--- config.mk ---
export PLATFORM = sky130hd
export DESIGN_NAME = bcd_to_binary_flat
export DESIGN_NICKNAME = d
export VERILOG_FILES = /design/src/rtl/bcd_to_binary_if.sv /design/src/rtl/bcd_to_binary.sv /design/src/flat_wrapper.sv
export SDC_FILE = /design/constraint.sdc
export NUM_CORES = 1
export LEC_CHECK = 0
export CORE_MARGIN = 1
export CORE_UTILIZATION = 59
export DETAILED_ROUTE_END_ITERATION = 6
export PLACE_DENSITY = 0.81
export SLEW_MARGIN = 20
export SYNTH_ARGS = -nofsm -noshare
export SYNTH_HDL_FRONTEND = slang
export SYNTH_SLANG_ARGS = --single-unit
--- constraint.sdc ---
create_clock -name clk_i -period 3.6 [get_ports clk_i]
set_clock_uncertainty 0.05 [all_clocks]
set_input_delay 0.72 -clock clk_i [delete_from_list [all_inputs] [get_ports clk_i]]
set_output_delay 0.72 -clock clk_i [all_outputs]
set_load 0.03 [all_outputs]
--- src/rtl/bcd_to_binary_if.sv ---
// Request/result bundle between a decimal-entry requester and bcd_to_binary.
// Latency: n/a (wires only).
// Backpressure: none; the requester watches busy and drops start once busy rises.
//
// Signals:
//   start           requester -> converter  request, sampled only while idle
//   bcd_input[19:0] requester -> converter  five packed BCD digits, [19:16] most significant
//   binary_output   converter -> requester  16-bit result, held until the next result
//   conversion_done converter -> requester  one-cycle pulse when results update
//   busy            converter -> requester  conversion in progress
//   overflow        converter -> requester  decimal value exceeded 65535 (result saturated)
//   invalid_digit   converter -> requester  some input nibble was above 9
interface bcd_to_binary_if;
  logic        start;
  logic [19:0] bcd_input;
  logic [15:0] binary_output;
  logic        conversion_done;
  logic        busy;
  logic        overflow;
  logic        invalid_digit;

  modport master (
    output start,
    output bcd_input,
    input  binary_output,
    input  conversion_done,
    input  busy,
    input  overflow,
    input  invalid_digit
  );

  modport slave (
    input  start,
    input  bcd_input,
    output binary_output,
    output conversion_done,
    output busy,
    output overflow,
    output invalid_digit
  );
endinterface

--- src/rtl/bcd_to_binary.sv ---
// Five-digit BCD to 16-bit binary converter using reverse double-dabble, one bit per clock.
// Latency: 18 edges from the accepting edge to the result edge (1 edge for invalid digits), 19-cycle repeat.
// Backpressure: none; start is ignored while busy, the requester holds or drops start as it likes.
//
// Ports:
//   clk_i  rising-edge clock
//   rst_i  asynchronous active-high reset; aborts any conversion, clears every register
//   bus    bcd_to_binary_if.slave: start/bcd_input in; binary_output, conversion_done,
//          busy, overflow, invalid_digit out (all registered)
module bcd_to_binary (
  input  logic           clk_i,
  input  logic           rst_i,
  bcd_to_binary_if.slave bus
);

  typedef enum logic [1:0] {
    IDLE  = 2'd0,
    SHIFT = 2'd1,
    DONE  = 2'd2
  } state_e;

  state_e      state_q, state_d;
  // {bcd digits [36:17], binary accumulator [16:0]}
  logic [36:0] work_q, work_d;
  logic [4:0]  cnt_q, cnt_d;
  logic        invalid_q, invalid_d;

  logic [15:0] bin_q, bin_d;
  logic        done_q, done_d;
  logic        busy_q, busy_d;
  logic        ovf_q, ovf_d;
  logic        inv_q, inv_d;

  logic        in_invalid;
  logic [36:0] shifted;
  logic [36:0] adjusted;

  // Any nibble of the offered entry above 9 makes the whole entry invalid.
  always_comb begin
    in_invalid = 1'b0;
    for (int i = 0; i < 5; i++) begin
      if (bus.bcd_input[4*i +: 4] > 4'd9) begin
        in_invalid = 1'b1;
      end
    end
  end

  // One reverse double-dabble step: shift right, then pull 3 back out of any
  // digit that reached 8 or more (the inverse of the forward "add 3 if >= 5").
  always_comb begin
    shifted  = {1'b0, work_q[36:1]};
    adjusted = shifted;
    for (int i = 0; i < 5; i++) begin
      if (shifted[17 + 4*i + 3]) begin
        adjusted[17 + 4*i +: 4] = shifted[17 + 4*i +: 4] - 4'd3;
      end
    end
  end

  always_comb begin
    state_d   = state_q;
    work_d    = work_q;
    cnt_d     = cnt_q;
    invalid_d = invalid_q;
    bin_d     = bin_q;
    ovf_d     = ovf_q;
    inv_d     = inv_q;
    done_d    = 1'b0;
    busy_d    = 1'b0;

    unique case (state_q)
      IDLE: begin
        if (bus.start) begin
          work_d    = {bus.bcd_input, 17'b0};
          cnt_d     = 5'd0;
          invalid_d = in_invalid;
          busy_d    = 1'b1;
          state_d   = in_invalid ? DONE : SHIFT;
        end
      end

      SHIFT: begin
        work_d = adjusted;
        cnt_d  = cnt_q + 5'd1;
        busy_d = 1'b1;
        // cnt_q == 16 is the 17th shift; the accumulator is complete after this edge.
        if (cnt_q == 5'd16) begin
          state_d = DONE;
        end
      end

      DONE: begin
        // busy stays up through the result edge and falls on the following one.
        busy_d  = 1'b1;
        done_d  = 1'b1;
        state_d = IDLE;
        if (invalid_q) begin
          bin_d = 16'h0000;
          ovf_d = 1'b0;
          inv_d = 1'b1;
        end else if (work_q[16]) begin
          // Accumulator tops out at 99999, so bit 16 alone means > 65535.
          bin_d = 16'hFFFF;
          ovf_d = 1'b1;
          inv_d = 1'b0;
        end else begin
          bin_d = work_q[15:0];
          ovf_d = 1'b0;
          inv_d = 1'b0;
        end
      end

      default: begin
        state_d = IDLE;
      end
    endcase
  end

  always_ff @(posedge clk_i or posedge rst_i) begin
    if (rst_i) begin
      state_q   <= IDLE;
      work_q    <= '0;
      cnt_q     <= '0;
      invalid_q <= 1'b0;
      bin_q     <= '0;
      done_q    <= 1'b0;
      busy_q    <= 1'b0;
      ovf_q     <= 1'b0;
      inv_q     <= 1'b0;
    end else begin
      state_q   <= state_d;
      work_q    <= work_d;
      cnt_q     <= cnt_d;
      invalid_q <= invalid_d;
      bin_q     <= bin_d;
      done_q    <= done_d;
      busy_q    <= busy_d;
      ovf_q     <= ovf_d;
      inv_q     <= inv_d;
    end
  end

  assign bus.binary_output   = bin_q;
  assign bus.conversion_done = done_q;
  assign bus.busy            = busy_q;
  assign bus.overflow        = ovf_q;
  assign bus.invalid_digit   = inv_q;

endmodule

--- src/flat_wrapper.sv ---
// flat-port wrapper written by rule: the top's interface ports become plain ports
module bcd_to_binary_flat 
  (clk_i, rst_i, bus_start, bus_bcd_input, bus_binary_output, bus_conversion_done, bus_busy, bus_overflow, bus_invalid_digit);
  bcd_to_binary_if bus_i ();
  input  logic clk_i;
  input  logic rst_i;
  input wire logic [$bits(bus_i.start)-1:0] bus_start;
  input wire logic [$bits(bus_i.bcd_input)-1:0] bus_bcd_input;
  output wire logic [$bits(bus_i.binary_output)-1:0] bus_binary_output;
  output wire logic [$bits(bus_i.conversion_done)-1:0] bus_conversion_done;
  output wire logic [$bits(bus_i.busy)-1:0] bus_busy;
  output wire logic [$bits(bus_i.overflow)-1:0] bus_overflow;
  output wire logic [$bits(bus_i.invalid_digit)-1:0] bus_invalid_digit;
  assign bus_i.start = bus_start;
  assign bus_i.bcd_input = bus_bcd_input;
  assign bus_binary_output = bus_i.binary_output;
  assign bus_conversion_done = bus_i.conversion_done;
  assign bus_busy = bus_i.busy;
  assign bus_overflow = bus_i.overflow;
  assign bus_invalid_digit = bus_i.invalid_digit;
  bcd_to_binary u_core (.clk_i(clk_i), .rst_i(rst_i), .bus(bus_i));
endmodule
* Yosys cells after proc, flatten, opt, wreduce, memory -nomap -nowiden
Index checks and enable logic that the tools add are counted.
** Operators by class
- Mux-type cells :: 25
- Eq/ne operators :: 5
- Reductions and logical operators :: 6
- Add/subtract/negate cells :: 5
- Order comparisons :: 5
** Operator list (count)
- 37-bit one-hot mux with 2 select lines :: 1
- 37-bit two-way mux :: 1
- 16-bit two-way mux :: 2
- 4-bit greater-than comparator, second input constant :: 5
- 4-bit two-way mux :: 4
- 4-bit by 2-bit subtractor with 4-bit output, second input constant :: 4
- 1-bit two-way mux :: 10
- 5-bit one-hot mux with 2 select lines :: 1
- 2-bit two-way mux :: 3
- 2-bit AND reduction :: 3
- 5-bit by 1-bit adder with 5-bit output, second input constant :: 1
- 5-bit == test, second input constant :: 1
- 5-bit two-way mux :: 1
- 2-bit one-hot mux with 2 select lines :: 1
- 2-bit by 1-bit == test with 1-bit output, second input constant :: 1
- 2-bit == test, second input constant :: 1
- 2-bit zero test :: 1
- 2-bit by 1-bit != test with 1-bit output, second input constant :: 1
- 2-bit != test, second input constant :: 1
- 1-bit one-hot mux with 2 select lines :: 1
- 2-bit nonzero test :: 1
- 2-bit OR reduction :: 1
** Word-level totals
- Logic and storage cells :: 55
- Flip-flop bits (word level) :: 65
- Input port bits :: 23

* Logic depth before layout (Yosys ltp)
- Depth after elaboration :: 9
- Mapped depth :: 8
- Mapped depth without buffers :: 6

* Least setup slack after synthesis
OpenSTA, ideal clock, no wires.
- Path kind :: in2reg
- Start :: in bus_start
- End :: reg u_core.work_q[18]
- Path slack :: 1.985 ns
- Stages :: 5
- Arrival time :: 1.438 ns
- Library setup time :: 0.127 ns
- Buffers on the path :: 1
- Cell sequence :: nand2b_4 > and2_4 > buf_6 > a222oi_1 > inv_1
** Between the ends
- Word-level cells in the longest chain between the ends :: 2
** Ends and longest elaborated chain
- start, declared :: line flat_wrapper.sv:7 : input wire logic [$bits(bus_i.start)-1:0] bus_start;
- 2-bit != test (no source line)
- 2-bit AND reduction (no source line)
- end signal, assigned :: line bcd_to_binary.sv:132 : work_q <= work_d;
- end, declared :: line bcd_to_binary.sv:24 : logic [36:0] work_q, work_d;
No other way between the ends.
A chain may end at the register's enable or synchronous reset.

* Worst setup path in the final report
- Start :: reg u_core.state_q[1]
- End :: reg u_core.work_q[5]
** Between the ends
- Word-level cells in the longest chain between the ends :: 3
** Ends and longest elaborated chain
- start, declared :: line bcd_to_binary.sv:22 : state_e state_q, state_d;
- start signal, assigned :: line bcd_to_binary.sv:131 : state_q <= state_d;
- 2-bit by 1-bit == test with 1-bit output or 2-bit zero test (tied branches) :: line bcd_to_binary.sv:71 : unique case (state_q)
- 2-bit nonzero test (no source line) or 2-bit != test (tied branches)
- 2-bit AND reduction (no source line)
Several ways; a longest one is shown, not always the timed one.

==> metrics.txt <==
# TYPE chip_impl_metric gauge
chip_impl_info{name="status",value="finished, final reports clean"} 1
chip_impl_metric{name="total_leakage_power",unit="nW"} 1.68
chip_impl_metric{name="first_iteration_detailed_routing_drc_count",unit=""} 142
chip_impl_metric{name="fin_crit",unit="ps"} 2350
chip_impl_metric{name="cts_inserted_buffers",unit=""} 9
chip_impl_metric{name="ir_worst_vdd",unit="mV"} 0.356
chip_impl_metric{name="synth_async_sr_flop_share",unit=""} 1.00
chip_impl_metric{name="avgViaCountPerCell",unit=""} 5.50
chip_impl_info{name="synth_top_family_by_area",value="compound AO/OA/AOI/OAI gates"} 1
chip_impl_metric{name="cts.clk_slew.worst_paths",unit="ps"} 60
chip_impl_metric{name="ctsHtreeMaxLevel",unit=""} 3
chip_impl_metric{name="finalPower",unit="mW"} 2.48
chip_impl_metric{name="synth-warning-count",unit=""} 0
chip_impl_metric{name="place.port_buffers",unit=""} 42
chip_impl_metric{name="fin_setup_tns",unit="ps"} 0
chip_impl_metric{name="antenna_cells",unit=""} 0
chip_impl_metric{name="final.period_utilization",unit=""} 0.652
chip_impl_metric{name="cp.arrival",unit="ps"} 2560
chip_impl_metric{name="core-area",unit="µm²"} 5110
chip_impl_metric{name="grt_start_max_net_pins",unit=""} 37
chip_impl_metric{name="gr-usage-met1",unit=""} 0.318
chip_impl_info{name="crit_path_end_kind",value="flop"} 1
chip_impl_metric{name="clock_insertion_delay_worst_skew",unit="ps"} 330
chip_impl_metric{name="drtAntennaViolNets",unit=""} 0
chip_impl_metric{name="hpwl",unit="mm"} 3.87
chip_impl_metric{name="effective_utilization_at_floorplan",unit=""} 0.609
chip_impl_metric{name="final_hold_viol_count",unit=""} 0
chip_impl_metric{name="critical_path.max_fanout",unit=""} 26
chip_impl_metric{name="synthXorXnorAreaFrac",unit=""} 0.0310
chip_impl_metric{name="post_route_cells_drive_above_1_share",unit=""} 0.123
chip_impl_metric{name="cts_repair_resize_count",unit=""} 0
chip_impl_metric{name="worst_pin_slew",unit="ps"} 952
chip_impl_metric{name="pwr_density_cell",unit="nW/µm²"} 664
chip_impl_metric{name="global_route.usage.met3",unit=""} 0.0495
chip_impl_metric{name="number_of_enable_flip_flop_cells_after_synthesis",unit=""} 0
chip_impl_metric{name="route.detailed.drc",unit=""} 0
chip_impl_metric{name="syn-num-nets",unit=""} 322
chip_impl_metric{name="max-cap-violations",unit=""} 0
chip_impl_metric{name="wl",unit="mm"} 5.63
chip_impl_metric{name="synth_sequential_area_ratio",unit=""} 0.523
chip_impl_metric{name="clockBufferDepth",unit=""} 2
chip_impl_metric{name="grt_first_pass_wirelength",unit="mm"} 9.88
chip_impl_info{name="path_class",value="flop to flop"} 1
chip_impl_metric{name="post_synthesis_share_of_cell_area_spent_on_and_or_nand_and_nor_gates",unit=""} 0.113
chip_impl_metric{name="overall_overflow_remaining_after_global_route",unit=""} 0
chip_impl_metric{name="cts-hold-fix-buffers",unit=""} 0
chip_impl_metric{name="cts_setup_buffers",unit=""} 0
chip_impl_metric{name="finalWeightedCongestion",unit=""} 0.857
chip_impl_info{name="cts.root.buffer_cell",value="clkbuf_8"} 1
chip_impl_metric{name="setup_viol",unit=""} 0
chip_impl_metric{name="synthDistinctLibCells",unit=""} 30
chip_impl_metric{name="worst_slew_margin_rel",unit=""} 0.365
chip_impl_metric{name="synthesis.instances",unit=""} 289
chip_impl_metric{name="achievable-frequency",unit="GHz"} 0.426
chip_impl_metric{name="grt_util_met2",unit=""} 0.380
chip_impl_metric{name="finalMaxSlewViolations",unit=""} 0
chip_impl_metric{name="die-width",unit="µm"} 74.6
chip_impl_metric{name="post_syn_area_per_cell",unit="µm²"} 10.8
chip_impl_metric{name="wl_per_cell",unit="µm"} 14.0
chip_impl_info{name="cts_tree",value="built"} 1
chip_impl_metric{name="antenna_found_initial",unit=""} 0
chip_impl_metric{name="synth_compound_area_frac",unit=""} 0.134
chip_impl_metric{name="post_synthesis_mux_area_share",unit=""} 0.115
chip_impl_metric{name="drt_pre_antenna_iters",unit=""} 4
chip_impl_metric{name="fp.dieArea",unit="µm²"} 5570
chip_impl_info{name="top_usage_layer",value="met2"} 1
chip_impl_metric{name="placementRows",unit=""} 26
chip_impl_info{name="rsz0062_at_grt",value="no"} 1
chip_impl_metric{name="nets",unit=""} 362
chip_impl_metric{name="grtUsageTotal",unit=""} 0.241
chip_impl_metric{name="clock_sink_count",unit=""} 65
chip_impl_info{name="setup.worst_path.start_class",value="flop"} 1
chip_impl_metric{name="area_growth",unit="%"} 20.2
chip_impl_metric{name="i_o_pins",unit=""} 43
chip_impl_metric{name="die_height",unit="µm"} 74.6
chip_impl_metric{name="synth_adder_area_share",unit=""} 0.0402
chip_impl_info{name="synth-main-ff-cell",value="dfrtp_1"} 1
chip_impl_metric{name="synth_seq_cells",unit=""} 65
chip_impl_metric{name="syn_area",unit="µm²"} 3110
chip_impl_metric{name="critical_path_required",unit="ps"} 3820
chip_impl_info{name="hold_path.class",value="flop to flop"} 1
chip_impl_metric{name="detailroute.via_count",unit=""} 2210
chip_impl_metric{name="grt_pass1_vias",unit=""} 2176
==> critical path: stages (launching register included) <==
cell	delay, ps
dfrtp_1	390
inv_1	80
ha_1	170
buf_4	230
o21ai_2	790
buf_4	380
a22o_1	180
==> Yosys cell counts, types with 2 or more instances <==
cell,n,share of area
o21ai_1,7,0.011
nand2b_1,4,0.0080
nor2_1,49,0.059
a22o_1,18,0.051
a2bb2oi_1,4,0.011
a21oi_1,17,0.027
ha_1,10,0.040
xor2_1,3,0.0084
inv_1,7,0.0084
buf_2,13,0.021
o21ai_0,13,0.021
nand2_1,22,0.027
mux2_2,18,0.065
nand4_1,2,0.0040
buf_6,3,0.011
dfrtp_1,65,0.52
xnor2_1,8,0.023
mux2i_1,14,0.045
==> layout by cell type (no fill, tap or decap), types with 6 or more instances in the layout <==
master and count:
a21oi_1 17, a22o_1 18, clkbuf_8 9, clkdlybuf4s50_1 42
dfrtp_1 65, ha_1 10, inv_1 6, mux2_2 18
mux2i_1 14, nand2_1 22, nor2_1 49, o21ai_0 13
o21ai_1 7, xnor2_1 8
==> area by class of cell <==
class	instances	area, µm²
flip-flops and latches	65	1630
fillers	398	1370
multi-input cells	199	1350
repair buffers	46	450
clock buffers	10	128
well taps	70	87.6
clock inverters	4	70.1
inverters	8	32.5
==> metrics by stage <==
step | hold WS, ps | util | worst slack [ps] | std cells | instance area, µm²
global route | 464 | 0.732 | 1080 | 402 | 3740
floorplan | 406 | - | 1200 | 289 | 3110
CTS | 450 | 0.732 | 1250 | 402 | 3740
finish | 446 | 0.732 | 1250 | 402 | 3740
global placement | 420 | 0.694 | 1160 | 388 | 3540
detailed placement | 437 | 0.694 | 1130 | 388 | 3540
==> registers in the layout, summed over array words and instances, names as in the netlist <==
name,cells
u_core.bus.invalid_digit,1
u_core.cnt_q,5
u_core.bus.overflow,1
u_core.work_q,37
u_core.bus.conversion_done,1
u_core.bus.busy,1
u_core.state_q,2
u_core.invalid_q,1
u_core.bus.binary_output,16
==> logic make-up (layout without fill, tap and decap cells) <==
kind of cell | count (synthesis) | in the layout
AND/OR/NAND/NOR | 82 | 82
flip-flops | 65 | 65
AO/OA/AOI/OAI | 63 | 63
multiplexers | 33 | 33
buffers and inverters | 25 | 68
XOR/XNOR | 11 | 11
adder cells (fa/ha/maj) | 10 | 10
==> routing by layer <==
| metal | vias to the layer above | routed length [µm] |
|---|---|---|
| li1 | 1077 | - |
| met1 | 1080 | 2610 |
| met2 | 43 | 2730 |
| met3 | 10 | 188 |
| met4 | 0 | 102 |
| met5 | - | 0 |
==> power by group <==
group	total (mW)	internal, mW	switching (mW)
Clock	0.639	0.380	0.259
Combinational	0.788	0.371	0.417
Sequential	1.06	0.883	0.173
==> path summary, 6_finish.rpt <==
| kind | startpoint | endpoint | slack, ps | cells after the start |
|---|---|---|---|---|
| max | u_core.state_q[1] | u_core.work_q[5] | 1250 | 6 |
| min | u_core.work_q[17] | u_core.work_q[17] | 450 | 2 |
| max reg2reg | u_core.state_q[1] | u_core.work_q[5] | 1250 | 6 |
| min reg2reg | u_core.work_q[17] | u_core.work_q[17] | 450 | 2 |
| max in group asynchronous | rst_i | u_core.invalid_q | 1970 | 3 |
| min in group asynchronous | rst_i | u_core.bus.binary_output[7] | 780 | 2 |
(Power assumes the default switching activity.)
